===== config.mk =====
export PLATFORM = sky130hd
export DESIGN_NAME = corelet_in_stage
export DESIGN_NICKNAME = d
export VERILOG_FILES = /design/src/rtl/corelet_in_stage.sv
export SDC_FILE = /design/constraint.sdc
export NUM_CORES = 1
export LEC_CHECK = 0
export BUFFER_PORTS_ARGS = -buffer_cell sky130_fd_sc_hd__buf_2
export CAP_MARGIN = 20
export CORE_MARGIN = 3
export CORE_UTILIZATION = 43
export DETAILED_ROUTE_END_ITERATION = 10
export SLEW_MARGIN = 15
export SYNTH_ARGS = -nofsm -noshare
export SYNTH_HDL_FRONTEND = slang
export SYNTH_SLANG_ARGS = --single-unit
export TNS_END_PERCENT = 1

===== constraint.sdc =====
create_clock -name clk -period 2.9 [get_ports clk]
set_input_delay 0.29 -clock clk [delete_from_list [all_inputs] [get_ports clk]]
set_output_delay 0.29 -clock clk [all_outputs]
set_load 0.03 [all_outputs]

===== src/rtl/corelet_in_stage.sv =====
// rtl/corelet_in_stage.sv - staged WS/OS vector buffer with diagonal skew for the MAC array west edge
module corelet_in_stage #(
  parameter int row     = 8,
  parameter int bw      = 4,
  parameter int depth   = 16,
  parameter int loop_bw = 4
) (
  input  logic                         clk,
  input  logic                         reset,
  input  logic                         mode,
  input  logic                         wr,
  input  logic [bw*row-1:0]            in,
  input  logic                         start,
  input  logic [loop_bw-1:0]           loops,
  input  logic                         clr,
  output logic [bw*row-1:0]            out,
  output logic [row-1:0]               out_valid,
  output logic [$clog2(depth+1)-1:0]   count,
  output logic                         full,
  output logic                         empty,
  output logic                         busy,
  output logic                         done,
  output logic                         wr_err
);

  localparam int CW = $clog2(depth + 1);
  localparam int PW = $clog2(depth);
  localparam int DW = $clog2(row) + 1;

  typedef enum logic [1:0] {IDLE, STREAM, DRAIN} state_t;

  state_t              state_q, state_d;
  logic [bw*row-1:0]   mem_q [depth];
  logic [CW-1:0]       count_q, n_q, ptr_q, last_ptr;
  logic [loop_bw-1:0]  pass_q;
  logic                mode_q, done_q, wr_err_q;
  logic [DW-1:0]       dcnt_q;
  logic [bw*row-1:0]   pipe_data_q [row];
  logic [row-1:0]      pipe_vld_q;
  logic                full_w, wr_acc, start_acc, issue, last_slot, finish;

  assign full_w = (count_q == CW'(depth));

  // Next-state and per-cycle strobes: accepted write/start in IDLE, slot issue in STREAM, drain countdown
  always_comb begin
    state_d   = state_q;
    wr_acc    = 1'b0;
    start_acc = 1'b0;
    issue     = 1'b0;
    last_slot = 1'b0;
    finish    = 1'b0;
    last_ptr  = n_q - CW'(1);
    case (state_q)
      IDLE: begin
        if (!clr) begin
          wr_acc = wr && !full_w;
          if (start && (count_q != '0 || wr_acc)) begin
            start_acc = 1'b1;
            state_d   = STREAM;
          end
        end
      end
      STREAM: begin
        issue     = 1'b1;
        last_slot = (ptr_q == last_ptr) && (pass_q == '0);
        if (last_slot) begin
          if (row == 1) begin
            finish  = 1'b1;
            state_d = IDLE;
          end else begin
            state_d = DRAIN;
          end
        end
      end
      DRAIN: begin
        if (dcnt_q == DW'(1)) begin
          finish  = 1'b1;
          state_d = IDLE;
        end
      end
      default: state_d = IDLE;
    endcase
  end

  // Control registers: occupancy, latched stream parameters, read pointer, pass and drain counters
  always_ff @(posedge clk) begin
    if (reset) begin
      state_q  <= IDLE;
      count_q  <= '0;
      n_q      <= '0;
      ptr_q    <= '0;
      pass_q   <= '0;
      mode_q   <= 1'b0;
      done_q   <= 1'b0;
      wr_err_q <= 1'b0;
      dcnt_q   <= '0;
    end else begin
      state_q <= state_d;
      done_q  <= finish;
      if (wr && (state_q != IDLE || (!clr && full_w))) wr_err_q <= 1'b1;
      if (state_q == IDLE && clr) count_q <= '0;
      else if (wr_acc) count_q <= count_q + CW'(1);
      else if (finish && !mode_q) count_q <= '0;
      if (start_acc) begin
        n_q    <= count_q + CW'(wr_acc);
        ptr_q  <= '0;
        pass_q <= mode ? loops : '0;
        mode_q <= mode;
      end
      if (issue) begin
        if (ptr_q == last_ptr) begin
          ptr_q  <= '0;
          pass_q <= pass_q - loop_bw'(1);
        end else begin
          ptr_q <= ptr_q + CW'(1);
        end
      end
      if (last_slot) dcnt_q <= DW'(row - 1);
      else if (state_q == DRAIN) dcnt_q <= dcnt_q - DW'(1);
    end
  end

  // Vector storage; contents survive reset and clr, only the occupancy count is cleared
  always_ff @(posedge clk) begin
    if (!reset && wr_acc) mem_q[count_q[PW-1:0]] <= in;
  end

  // Skew pipeline: stage k holds the vector issued k cycles earlier, lane k taps stage k
  always_ff @(posedge clk) begin
    if (reset) begin
      for (int k = 0; k < row; k++) pipe_data_q[k] <= '0;
      pipe_vld_q <= '0;
    end else begin
      pipe_data_q[0] <= issue ? mem_q[ptr_q[PW-1:0]] : '0;
      pipe_vld_q[0]  <= issue;
      for (int k = 1; k < row; k++) begin
        pipe_data_q[k] <= pipe_data_q[k-1];
        pipe_vld_q[k]  <= pipe_vld_q[k-1];
      end
    end
  end

  // Output taps and status decode
  always_comb begin
    out = '0;
    for (int r = 0; r < row; r++) out[bw*r +: bw] = pipe_data_q[r][bw*r +: bw];
  end

  assign out_valid = pipe_vld_q;
  assign count     = count_q;
  assign full      = full_w;
  assign empty     = (count_q == '0);
  assign busy      = (state_q != IDLE) || done_q;
  assign done      = done_q;
  assign wr_err    = wr_err_q;

endmodule


==> results.yml <==
outcome:
  status: "complete, no violations"
grt:
  grt_pass1_vias: 11800
  grt_max_degree: 137
  grt_first_pass_wirelength_um: 78700
  antenna_found_initial: 9
  track_usage: 0.170
  grt_overflow: 0
critical_path:
  worstSetupStartpointType: "flop"
  crit_start: "count[0]"
  worstPathCellList: "inv_1 -> ha_1 -> nand4bb_1 -> nand3_1 -> inv_2 -> nand3_1 -> nor2_4 -> buf_12"
  critPathTopFamily: "simple AND/OR/NAND/NOR gates"
  reg2reg_depth: 8
  cpPeakStageDelay_ns: 0.48
  required_ns: 3.19
  r2r-end: "mem_q[14][15]"
  critPathBufInv: 3
  slowest_stage: "nand3_1"
  path_class: "flop to flop"
  r2r_slack_ns: 0.32
  cp-end-kind: "flop"
  critPathMostFrequentCell: "nand3_1"
  cp_max_fo: 29
  reg2reg_from: "count[0]"
  cp.arrival_ns: 2.87
logic_synthesis:
  ys_warn_count: 0
  synth_cell_type_count: 49
  syn_inst: 1283
  yosysSeqAreaShare: 0.753
  avgSynthCellArea_sq_um: 19.7
  syn_area_sq_um: 25300
  synth_area_leaders: "edfxtp_1 61%, dfxtp_1 15%, mux4_2 14%"
  ys_seq_elements: 696
  synth_top_area_frac: 0.607
  async_flop_share: 0
  synth.most_common_cell: "edfxtp_1"
  synthFlopType: "edfxtp_1"
  syn-num-nets: 1338
  synth_commonest_cells: "512 x edfxtp_1, 184 x dfxtp_1, 158 x mux4_2"
  synth-edff-count: 512
  synth_top_cell_by_area: "edfxtp_1"
drt:
  wirelength_um: 51700
  drt_iter0_drc: 1266
  ant_nets: 0
  drc: 0
  num_vias: 11800
  viasPerCell: 5.31
  dr.pass1.iters: 6
  routedWlPerCell_um: 23.3
pwr:
  power_mw: 20.3
  p_leak_nw: 9.57
  power_density_nw_per_um2: 695
  ir_worst_vdd_v: 0.000438
finish:
  area_growth_pct: 15.6
  stdcell_count: 2221
  antenna_cells: 0
  nets: 1456
  finalInstanceArea_sq_um: 29300
  drive_above_1_share: 0.286
floorplan:
  core_area_sq_um: 58000
  die_h_um: 249
  core.rowCount: 88
  dieArea_sq_um: 61800
  num_io_pins: 92
  initial_core_util: 0.436
  die_w_um: 249
timing:
  holdWs_ns: 0.0913
  rsz0062_at_grt: "false"
  worst_pin_slew_ns: 0.810
  drv_slew: 0
  setup_violations: 0
  finalHoldViolations: 0
  finClkSkew_ns: 0.0169
  fmaxAchievable_mhz: 387
  min_period_over_period: 0.890
  relSlewSlack: 0.458
  setup_ws_ns: 0.318
  min_period_ns: 2.58
min_path:
  holdPathEnd: "mem_q[11][27]"
  hold_path_class: "primary input to flop"
  hold_depth: 1
  hp-start: "in[27]"
place:
  pre_cts_slack_ns: 0.353
  dp_hpwl_um: 31800
  gp_congestion: 0.761
  placed_area_sq_um: 26900
  dp_cells: 2087
  port_buffers: 91
clocking:
  post_cts_resized: 0
  clockRootBuffer: "clkbuf_16"
  postCtsSetupBuffers: 0
  insertion_delay_ns: 0.60
  clkSinkCount: 696
  holdBufCountCts: 7
  clockBufferDepth: 3
  clk_pin_slew_worst_paths_ns: 0.06
  cts_made_buffers: 70
  htree_levels: 3
  cts_tree: "built"
run:
  drv_cap: 0
per-stage QoR:
step | util | setup TNS, ns
floorplan | - | -176.80
global placement | 0.463 | 0
detailed placement | 0.463 | 0
CTS | 0.504 | 0
global route | 0.504 | 0
finish | 0.504 | 0
registers in the layout, summed over array words and instances (netlist names), named ones only:
signal	cells
count	5
dcnt_q	4
done	1
mem_q	512
mode_q	1
n_q	5
out_valid	8
pass_q	4
pipe_data_q	144
ptr_q	5
state_q	2
wr_err	1
area by class of cell:
cell class | instances | area, sq um
inverters | 14 | 52.6
clock inverters | 28 | 302
fillers | 4556 | 28800
multi-input cells | 480 | 5780
repair buffers | 139 | 1090
well taps | 765 | 957
clock buffers | 99 | 2010
flip-flops and latches | 696 | 19100
layer usage:
| layer | GRT usage | routed length (um) | vias up |
|---|---|---|---|
| li1 | - | - | 5182 |
| met1 | 0.251 | 22900 | 6151 |
| met2 | 0.253 | 23600 | 366 |
| met3 | 0.0416 | 4220 | 81 |
| met4 | 0.0485 | 977 | 4 |
| met5 | 0 | 24 | - |
placed cells by master, fill, tap and decap left out, drive strengths merged, types with 9 or more instances in the layout:
cell | synthesis | layout
buf | 62 | 132
clkinv | 0 | 20
nand2 | 10 | 10
nor2 | 40 | 40
inv | 14 | 16
nand3 | 10 | 10
clkbuf | 31 | 99
nor2b | 153 | 153
a21oi | 9 | 9
edfxtp | 512 | 512
dfxtp | 184 | 184
mux4 | 160 | 160
ha | 13 | 13
worst max path at each step:
stage                    end  cells past startpoint  slack (ns)
6_report       mem_q[14][15]                      8        0.32
4_1_cts         mem_q[14][9]                      8        0.34
5_1_grt         mem_q[14][9]                      6        0.13
3_5_place_dp    mem_q[14][3]                      8        0.35
3_3_place_gp    mem_q[14][8]                      8        0.44
2_1_floorplan   mem_q[12][0]                      7       -0.45
logic make-up (layout without fill, tap and decap cells):
group / Yosys count / in the layout / share of synthesized area
muxes: 165 / 165 / 0.145
AOI/OAI and AO/OA: 41 / 41 / 0.0107
xor gates and xnor gates: 12 / 12 / 0.00415
and+or+nand+nor: 249 / 249 / 0.0575
DFF: 696 / 696 / 0.753
buffers and inverters: 107 / 280 / 0.0238
adders and majority gates: 13 / 13 / 0.00643
where the power goes:
| part | internal [mW] | switching (mW) | total, mW |
|---|---|---|---|
| clock network | 5.39 | 3.61 | 9.00 |
| registers | 10.7 | 0.0241 | 10.7 |
| logic | 0.247 | 0.354 | 0.602 |
| total | 16.3 | 3.99 | 20.3 |
No activity file was read; power rests on OpenSTA's default activity.
